<file path="src/rtl/nco_phase_gen.sv">
// Phase-accumulator NCO that feeds the pipelined CORDIC sin/cos generator.
// It supports a shadowed run-time config, a linear sawtooth/triangle frequency sweep and a latency-matched valid.
module nco_phase_gen #(
    parameter int DATA_WIDTH = 16,
    parameter int ACC_WIDTH  = 32,
    parameter int CORDIC_LAT = 18
) (
    input  logic                  clk,
    input  logic                  rst_n,
    input  logic                  ena,
    input  logic                  sync_clr,
    input  logic                  cfg_wr,
    input  logic [ACC_WIDTH-1:0]  cfg_ftw,
    input  logic [DATA_WIDTH-1:0] cfg_pow,
    input  logic [ACC_WIDTH-1:0]  cfg_step,
    input  logic [15:0]           cfg_len,
    input  logic                  cfg_tri,
    output logic                  cfg_ack,
    output logic [DATA_WIDTH-1:0] phase_out,
    output logic                  phase_vld,
    output logic                  out_vld
);

    typedef enum logic [1:0] {ST_IDLE, ST_UP, ST_DOWN} state_t;

    // Wrapping 2*pi phase addition of the accumulator top bits and the offset.
    function automatic logic [DATA_WIDTH-1:0] phase_wrap_add(
        input logic [ACC_WIDTH-1:0]  acc,
        input logic [DATA_WIDTH-1:0] pow
    );
        return acc[ACC_WIDTH-1 -: DATA_WIDTH] + pow;
    endfunction

    logic [ACC_WIDTH-1:0]  acc_q, acc_d;
    logic [ACC_WIDTH-1:0]  ftw_act_q, ftw_act_d;
    logic [ACC_WIDTH-1:0]  ftw_base_q, ftw_base_d;
    logic [ACC_WIDTH-1:0]  step_act_q, step_act_d;
    logic [15:0]           len_act_q, len_act_d;
    logic                  tri_act_q, tri_act_d;
    logic [DATA_WIDTH-1:0] pow_act_q, pow_act_d;
    logic [ACC_WIDTH-1:0]  sh_ftw_q, sh_ftw_d;
    logic [DATA_WIDTH-1:0] sh_pow_q, sh_pow_d;
    logic [ACC_WIDTH-1:0]  sh_step_q, sh_step_d;
    logic [15:0]           sh_len_q, sh_len_d;
    logic                  sh_tri_q, sh_tri_d;
    logic                  pending_q, pending_d;
    state_t                state_q, state_d;
    logic [15:0]           cnt_q, cnt_d;
    logic [DATA_WIDTH-1:0] phase_out_q, phase_out_d;
    logic                  phase_vld_q, phase_vld_d;
    logic [CORDIC_LAT-2:0] vld_sr_q, vld_sr_d;
    logic                  out_vld_q, out_vld_d;
    logic                  cfg_ack_q, cfg_ack_d;

    logic ramp_end;
    assign ramp_end = (cnt_q == len_act_q - 16'd1);

    always_comb begin
        acc_d       = acc_q;
        ftw_act_d   = ftw_act_q;
        ftw_base_d  = ftw_base_q;
        step_act_d  = step_act_q;
        len_act_d   = len_act_q;
        tri_act_d   = tri_act_q;
        pow_act_d   = pow_act_q;
        sh_ftw_d    = sh_ftw_q;
        sh_pow_d    = sh_pow_q;
        sh_step_d   = sh_step_q;
        sh_len_d    = sh_len_q;
        sh_tri_d    = sh_tri_q;
        pending_d   = pending_q;
        state_d     = state_q;
        cnt_d       = cnt_q;
        phase_out_d = phase_out_q;
        phase_vld_d = phase_vld_q;
        vld_sr_d    = vld_sr_q;
        out_vld_d   = out_vld_q;
        cfg_ack_d   = 1'b0;

        if (sync_clr) begin
            acc_d       = '0;
            phase_out_d = pow_act_q;
            cnt_d       = '0;
            ftw_act_d   = ftw_base_q;
            state_d     = (len_act_q != 16'd0) ? ST_UP : ST_IDLE;
            phase_vld_d = 1'b0;
            vld_sr_d    = '0;
            out_vld_d   = 1'b0;
        end else if (ena) begin
            // Output stage: phase uses the pre-update accumulator and offset.
            phase_out_d = phase_wrap_add(acc_q, pow_act_q);
            acc_d       = acc_q + ftw_act_q;
            phase_vld_d = 1'b1;
            vld_sr_d    = {vld_sr_q[CORDIC_LAT-3:0], 1'b1};
            out_vld_d   = vld_sr_q[CORDIC_LAT-2];
            if (pending_q) begin
                // Apply is phase-continuous: acc is not cleared.
                ftw_act_d  = sh_ftw_q;
                ftw_base_d = sh_ftw_q;
                pow_act_d  = sh_pow_q;
                step_act_d = sh_step_q;
                len_act_d  = sh_len_q;
                tri_act_d  = sh_tri_q;
                cnt_d      = '0;
                state_d    = (sh_len_q != 16'd0) ? ST_UP : ST_IDLE;
                pending_d  = 1'b0;
                cfg_ack_d  = 1'b1;
            end else begin
                case (state_q)
                    ST_UP: begin
                        if (ramp_end) begin
                            cnt_d = '0;
                            if (tri_act_q) begin
                                ftw_act_d = ftw_act_q + step_act_q;
                                state_d   = ST_DOWN;
                            end else begin
                                ftw_act_d = ftw_base_q;
                            end
                        end else begin
                            ftw_act_d = ftw_act_q + step_act_q;
                            cnt_d     = cnt_q + 16'd1;
                        end
                    end
                    ST_DOWN: begin
                        ftw_act_d = ftw_act_q - step_act_q;
                        if (ramp_end) begin
                            cnt_d   = '0;
                            state_d = ST_UP;
                        end else begin
                            cnt_d = cnt_q + 16'd1;
                        end
                    end
                    default: ;
                endcase
            end
        end else begin
            phase_vld_d = 1'b0;
        end

        // A write on the apply edge re-arms pending with the new values.
        if (cfg_wr) begin
            sh_ftw_d  = cfg_ftw;
            sh_pow_d  = cfg_pow;
            sh_step_d = cfg_step;
            sh_len_d  = cfg_len;
            sh_tri_d  = cfg_tri;
            pending_d = 1'b1;
        end
    end

    always_ff @(posedge clk or negedge rst_n) begin
        if (!rst_n) begin
            acc_q       <= '0;
            ftw_act_q   <= '0;
            ftw_base_q  <= '0;
            step_act_q  <= '0;
            len_act_q   <= '0;
            tri_act_q   <= 1'b0;
            pow_act_q   <= '0;
            sh_ftw_q    <= '0;
            sh_pow_q    <= '0;
            sh_step_q   <= '0;
            sh_len_q    <= '0;
            sh_tri_q    <= 1'b0;
            pending_q   <= 1'b0;
            state_q     <= ST_IDLE;
            cnt_q       <= '0;
            phase_out_q <= '0;
            phase_vld_q <= 1'b0;
            vld_sr_q    <= '0;
            out_vld_q   <= 1'b0;
            cfg_ack_q   <= 1'b0;
        end else begin
            acc_q       <= acc_d;
            ftw_act_q   <= ftw_act_d;
            ftw_base_q  <= ftw_base_d;
            step_act_q  <= step_act_d;
            len_act_q   <= len_act_d;
            tri_act_q   <= tri_act_d;
            pow_act_q   <= pow_act_d;
            sh_ftw_q    <= sh_ftw_d;
            sh_pow_q    <= sh_pow_d;
            sh_step_q   <= sh_step_d;
            sh_len_q    <= sh_len_d;
            sh_tri_q    <= sh_tri_d;
            pending_q   <= pending_d;
            state_q     <= state_d;
            cnt_q       <= cnt_d;
            phase_out_q <= phase_out_d;
            phase_vld_q <= phase_vld_d;
            vld_sr_q    <= vld_sr_d;
            out_vld_q   <= out_vld_d;
            cfg_ack_q   <= cfg_ack_d;
        end
    end

    assign cfg_ack   = cfg_ack_q;
    assign phase_out = phase_out_q;
    assign phase_vld = phase_vld_q;
    assign out_vld   = out_vld_q;

endmodule
</file>
<file path="config.mk">
export PLATFORM = sky130hd
export DESIGN_NAME = nco_phase_gen
export DESIGN_NICKNAME = d
export VERILOG_FILES = /design/src/rtl/nco_phase_gen.sv
export SDC_FILE = /design/constraint.sdc
export NUM_CORES = 1
export LEC_CHECK = 0
export CORE_ASPECT_RATIO = 1.5
export CORE_MARGIN = 4
export CORE_UTILIZATION = 60
export CTS_CLUSTER_DIAMETER = 200
export DETAILED_ROUTE_END_ITERATION = 10
export PLACE_DENSITY = 0.83
export SKIP_LAST_GASP = 1
export SYNTH_ARGS = -nofsm -noshare
export SYNTH_HDL_FRONTEND = slang
export SYNTH_SLANG_ARGS = --single-unit
</file>
<file path="constraint.sdc">
create_clock -name clk -period 6.3 [get_ports clk]
set_input_delay 0.63 -clock clk [delete_from_list [all_inputs] [get_ports clk]]
set_output_delay 0.63 -clock clk [all_outputs]
set_load 0.03 [all_outputs]
</file>
==> summary.md <==
| Metric | Value |
|---|---|
| Core Area | `31140 µm²` |
| Max_slew headroom | `0.2207` |
| Die Y-Extent | `between 200 and 250 µm` |
| H-Tree Depth | `1` |
| Die X | `between 150 and 200 µm` |
| Clock latency on the worst-skew pair | `0.60 ns` |
| Maximum vdd drop | `267.2 µV` |
| Post-synth net total | `between 2000 and 2500` |
| Initial cell density of the core | `0.6117` |
| Initial DRC count | `1273` |
| Full die area | `approximately 35000 µm²` |
| RSZ-0062 raised after global routing | `no` |
| Top cell family by delay on the critical path | `simple AND/OR/NAND/NOR gates` |
| Post-DP HPWL | `38.09 mm` |
| Mapped Cells | `about 2100` |
| I/O pin count | `approximately 120` |
| Largest cells by area after synthesis | `dfrtp_1 41%, ha_1 7.4%, nand2_1 6.7%` |
| Crit path launch type | `flip-flop` |
| Area delta synth->final | `12.82%` |
| Fin area | `21490 µm²` |
| Max Cap Viol | `0` |
| CP Class | `reg -> reg` |
| Reg2Reg Setup Slack | `between 1.5 and 2 ns` |
| Placed Instance Area | `between 20000 and 25000 µm²` |
| Lkg Pwr | `~10 nW` |
| CTS tree | `done` |
| Clk sinks | `~310` |
| Worst setup EP type | `flip-flop` |
| Crit path DAT | `about 4.8 ns` |
| Number of buffers created by CTS | `31` |
| Crit share post-route | `0.6829` |
| Endpoints failing hold | `0` |
| Slowest stage delay, CP | `around 0.80 ns` |
| Synth Flop Type | `dfrtp_1` |
| Syn_area_per_cell | `just over 9 µm²` |
| Antenna violations before repair | `0` |
| Post-synth EDFFs | `0` |
| Yosys cell types | `80` |
| #FFs+latches synth | `313` |
| CTS root buffer | `clkbuf_16` |
| Ys Warns | `0` |
| Sequential area share after synthesis | `0.4112` |
| Req. time, crit path | `~6.8 ns` |
| Gr usage total | `0.3082` |
| Commonest cells in the netlist | `342 x nand2_1, 313 x dfrtp_1, 148 x nor2_1, 132 x o21ai_0, 125 x a21oi_1` |
| Max-slew violation count | `0` |
| Post-Syn Area | `around 19000 µm²` |
| Via/cell ratio | `between 6 and 7` |
| Post-CTS setup buffers | `0` |
| Slowest cell on crit path | `nor4_2` |
| Post-synth top area cell | `dfrtp_1` |
| PD cells | `353.1 nW/µm²` |
| Ys async rst share | `1.000` |
| Hold-fix buffers, CTS | `0` |
| Total Nets Final | `about 2400` |
| Count leader, synth | `nand2_1` |
| CP cell instances | `nor4_2, nand3_1, a221oi_1, and4bb_1, o2111ai_2, buf_4, nand2_1, o22a_1, a21oi_1, a2111oi_2, a2111oi_0` |
| Post-route minimum period | `4.302 ns` |
| First-pass GRT wire length | `~87 mm` |
| Worst Max-Slew Pin Slew | `roughly 1.1 ns` |
| Final Worst Setup Slack | `approximately 2 ns` |
| Routed WL | `about 54 mm` |
| Vias after detailed routing | `about 16000` |
| Endpoints failing setup | `0` |
| # DRC | `0` |
| Final weighted congestion in routability-driven placement | `~0.96` |
| Number of gates resized after cts | `0` |
| Worst Path Buf+Inv | `1` |
| Port Buffers | `between 100 and 150` |
| Clk slew on worst S/H paths | `~0.07 ns` |
| DRT Pass-1 Iters | `7` |
| Number of global-route vias before repair | `~17000` |
| Setup_tns | `0 ns` |
| N_diodes | `0` |
| Hold Crit Class | `in -> async` |
| Largest net degree at the start of global routing | `~150` |
| Pre-CTS setup slack | `roughly 2 ns` |
| Clk_skew | `around 0.027 ns` |
| FP Rows | `between 70 and 80` |
| Longest Clk Path Bufs | `3` |
| Post-route ant nets | `0` |
| Share of cells above drive strength 1 | `0.09216` |
| Total global routing overflow | `0` |
| Top cell type's share of synthesized area | `0.4112` |
| Max FO, Critical Path | `21` |
| Status | `completed` |
| Max Freq | `232.4 MHz` |
| WL per Instance | `~21 µm` |
cell families (layout without fill, tap and decap cells):
family / Yosys count / count (layout) / synth area share
multiplexers: 160 / 160 / 0.09099
flip-flops: 313 / 313 / 0.4112
buffers and inverters: 200 / 289 / 0.04060
AO/OA/AOI/OAI: 525 / 525 / 0.1795
XOR/XNOR: 78 / 78 / 0.03587
adder cells (fa/ha/maj): 116 / 116 / 0.07778
AND/OR/NAND/NOR: 700 / 700 / 0.1640
area by class of cell:
cell class	count	area [µm²]
Clock inverter	25	225.2
Sequential cell	313	7833
Timing Repair Buffer	138	1344
Clock buffer	33	783.3
Tap cell	405	506.7
Multi-Input combinational cell	1579	10450
Fill cell	2493	9648
Inverter	93	351.6
layout by cell type (no fill, tap or decap), drive strengths merged, types with 31 or more instances in the layout:
| master | n |
|---|---|
| dfrtp | 313 |
| nor2 | 148 |
| clkdlybuf4s50 | 116 |
| nand2 | 342 |
| a21o | 45 |
| inv | 98 |
| o21ai | 132 |
| mux2i | 55 |
| a21oi | 125 |
| nor3 | 48 |
| ha | 112 |
| a211oi | 31 |
| mux2 | 105 |
| clkbuf | 33 |
| xnor2 | 51 |
| nand3 | 31 |
power breakdown:
part / leakage, nW / internal [mW] / switching (mW)
sequential: 3.87 / 2.33 / 0.325
combinational: 5.53 / 1.28 / 1.78
clock: 0.499 / 1.00 / 0.870
state kept, by name, summed over array words and instances, names as in the netlist, 2 cells and up:
name / count
acc_q: 32
ftw_act_q: 32
ftw_base_q: 32
sh_ftw_q: 32
sh_step_q: 32
step_act_q: 32
vld_sr_q: 17
cnt_q: 16
len_act_q: 16
phase_out: 16
pow_act_q: 16
sh_len_q: 16
sh_pow_q: 16
state_q: 2
metrics by stage:
step	utilization	std cells	power, mW	hold slack [ns]
global placement	0.6577	2528	5.605	0.4488
CTS	0.6901	2586	7.571	0.1187
floorplan	-	2092	4.826	0.3344
global route	0.6901	2586	8.055	0.1424
detailed placement	0.6577	2528	5.685	0.4550
finish	0.6901	2586	7.588	0.08510
per-layer routing:
layer  wire (µm)  vias up  GRT usage  part of all wire
met1       20930     7961     0.3696              0.39
met4        2246        0     0.1274             0.041
met3        3146      143    0.03681             0.058
li1            -     7543          -                 -
met2       27930      611     0.5621              0.51
met5           0        -          0                 0
path summary, 6_finish.rpt:
kind	depth (start not counted)	startpoint	end
min in group clk	2	sh_step_q[0]	step_act_q[0]
worst max register to register	11	len_act_q[2]	ftw_act_q[6]
worst max-delay path	11	len_act_q[2]	ftw_act_q[6]
worst min register to register	2	sh_step_q[0]	step_act_q[0]
max in group asynchronous	2	rst_n	ftw_base_q[9]
worst min-delay path	1	rst_n	len_act_q[1]
(Power assumes the default switching activity.)
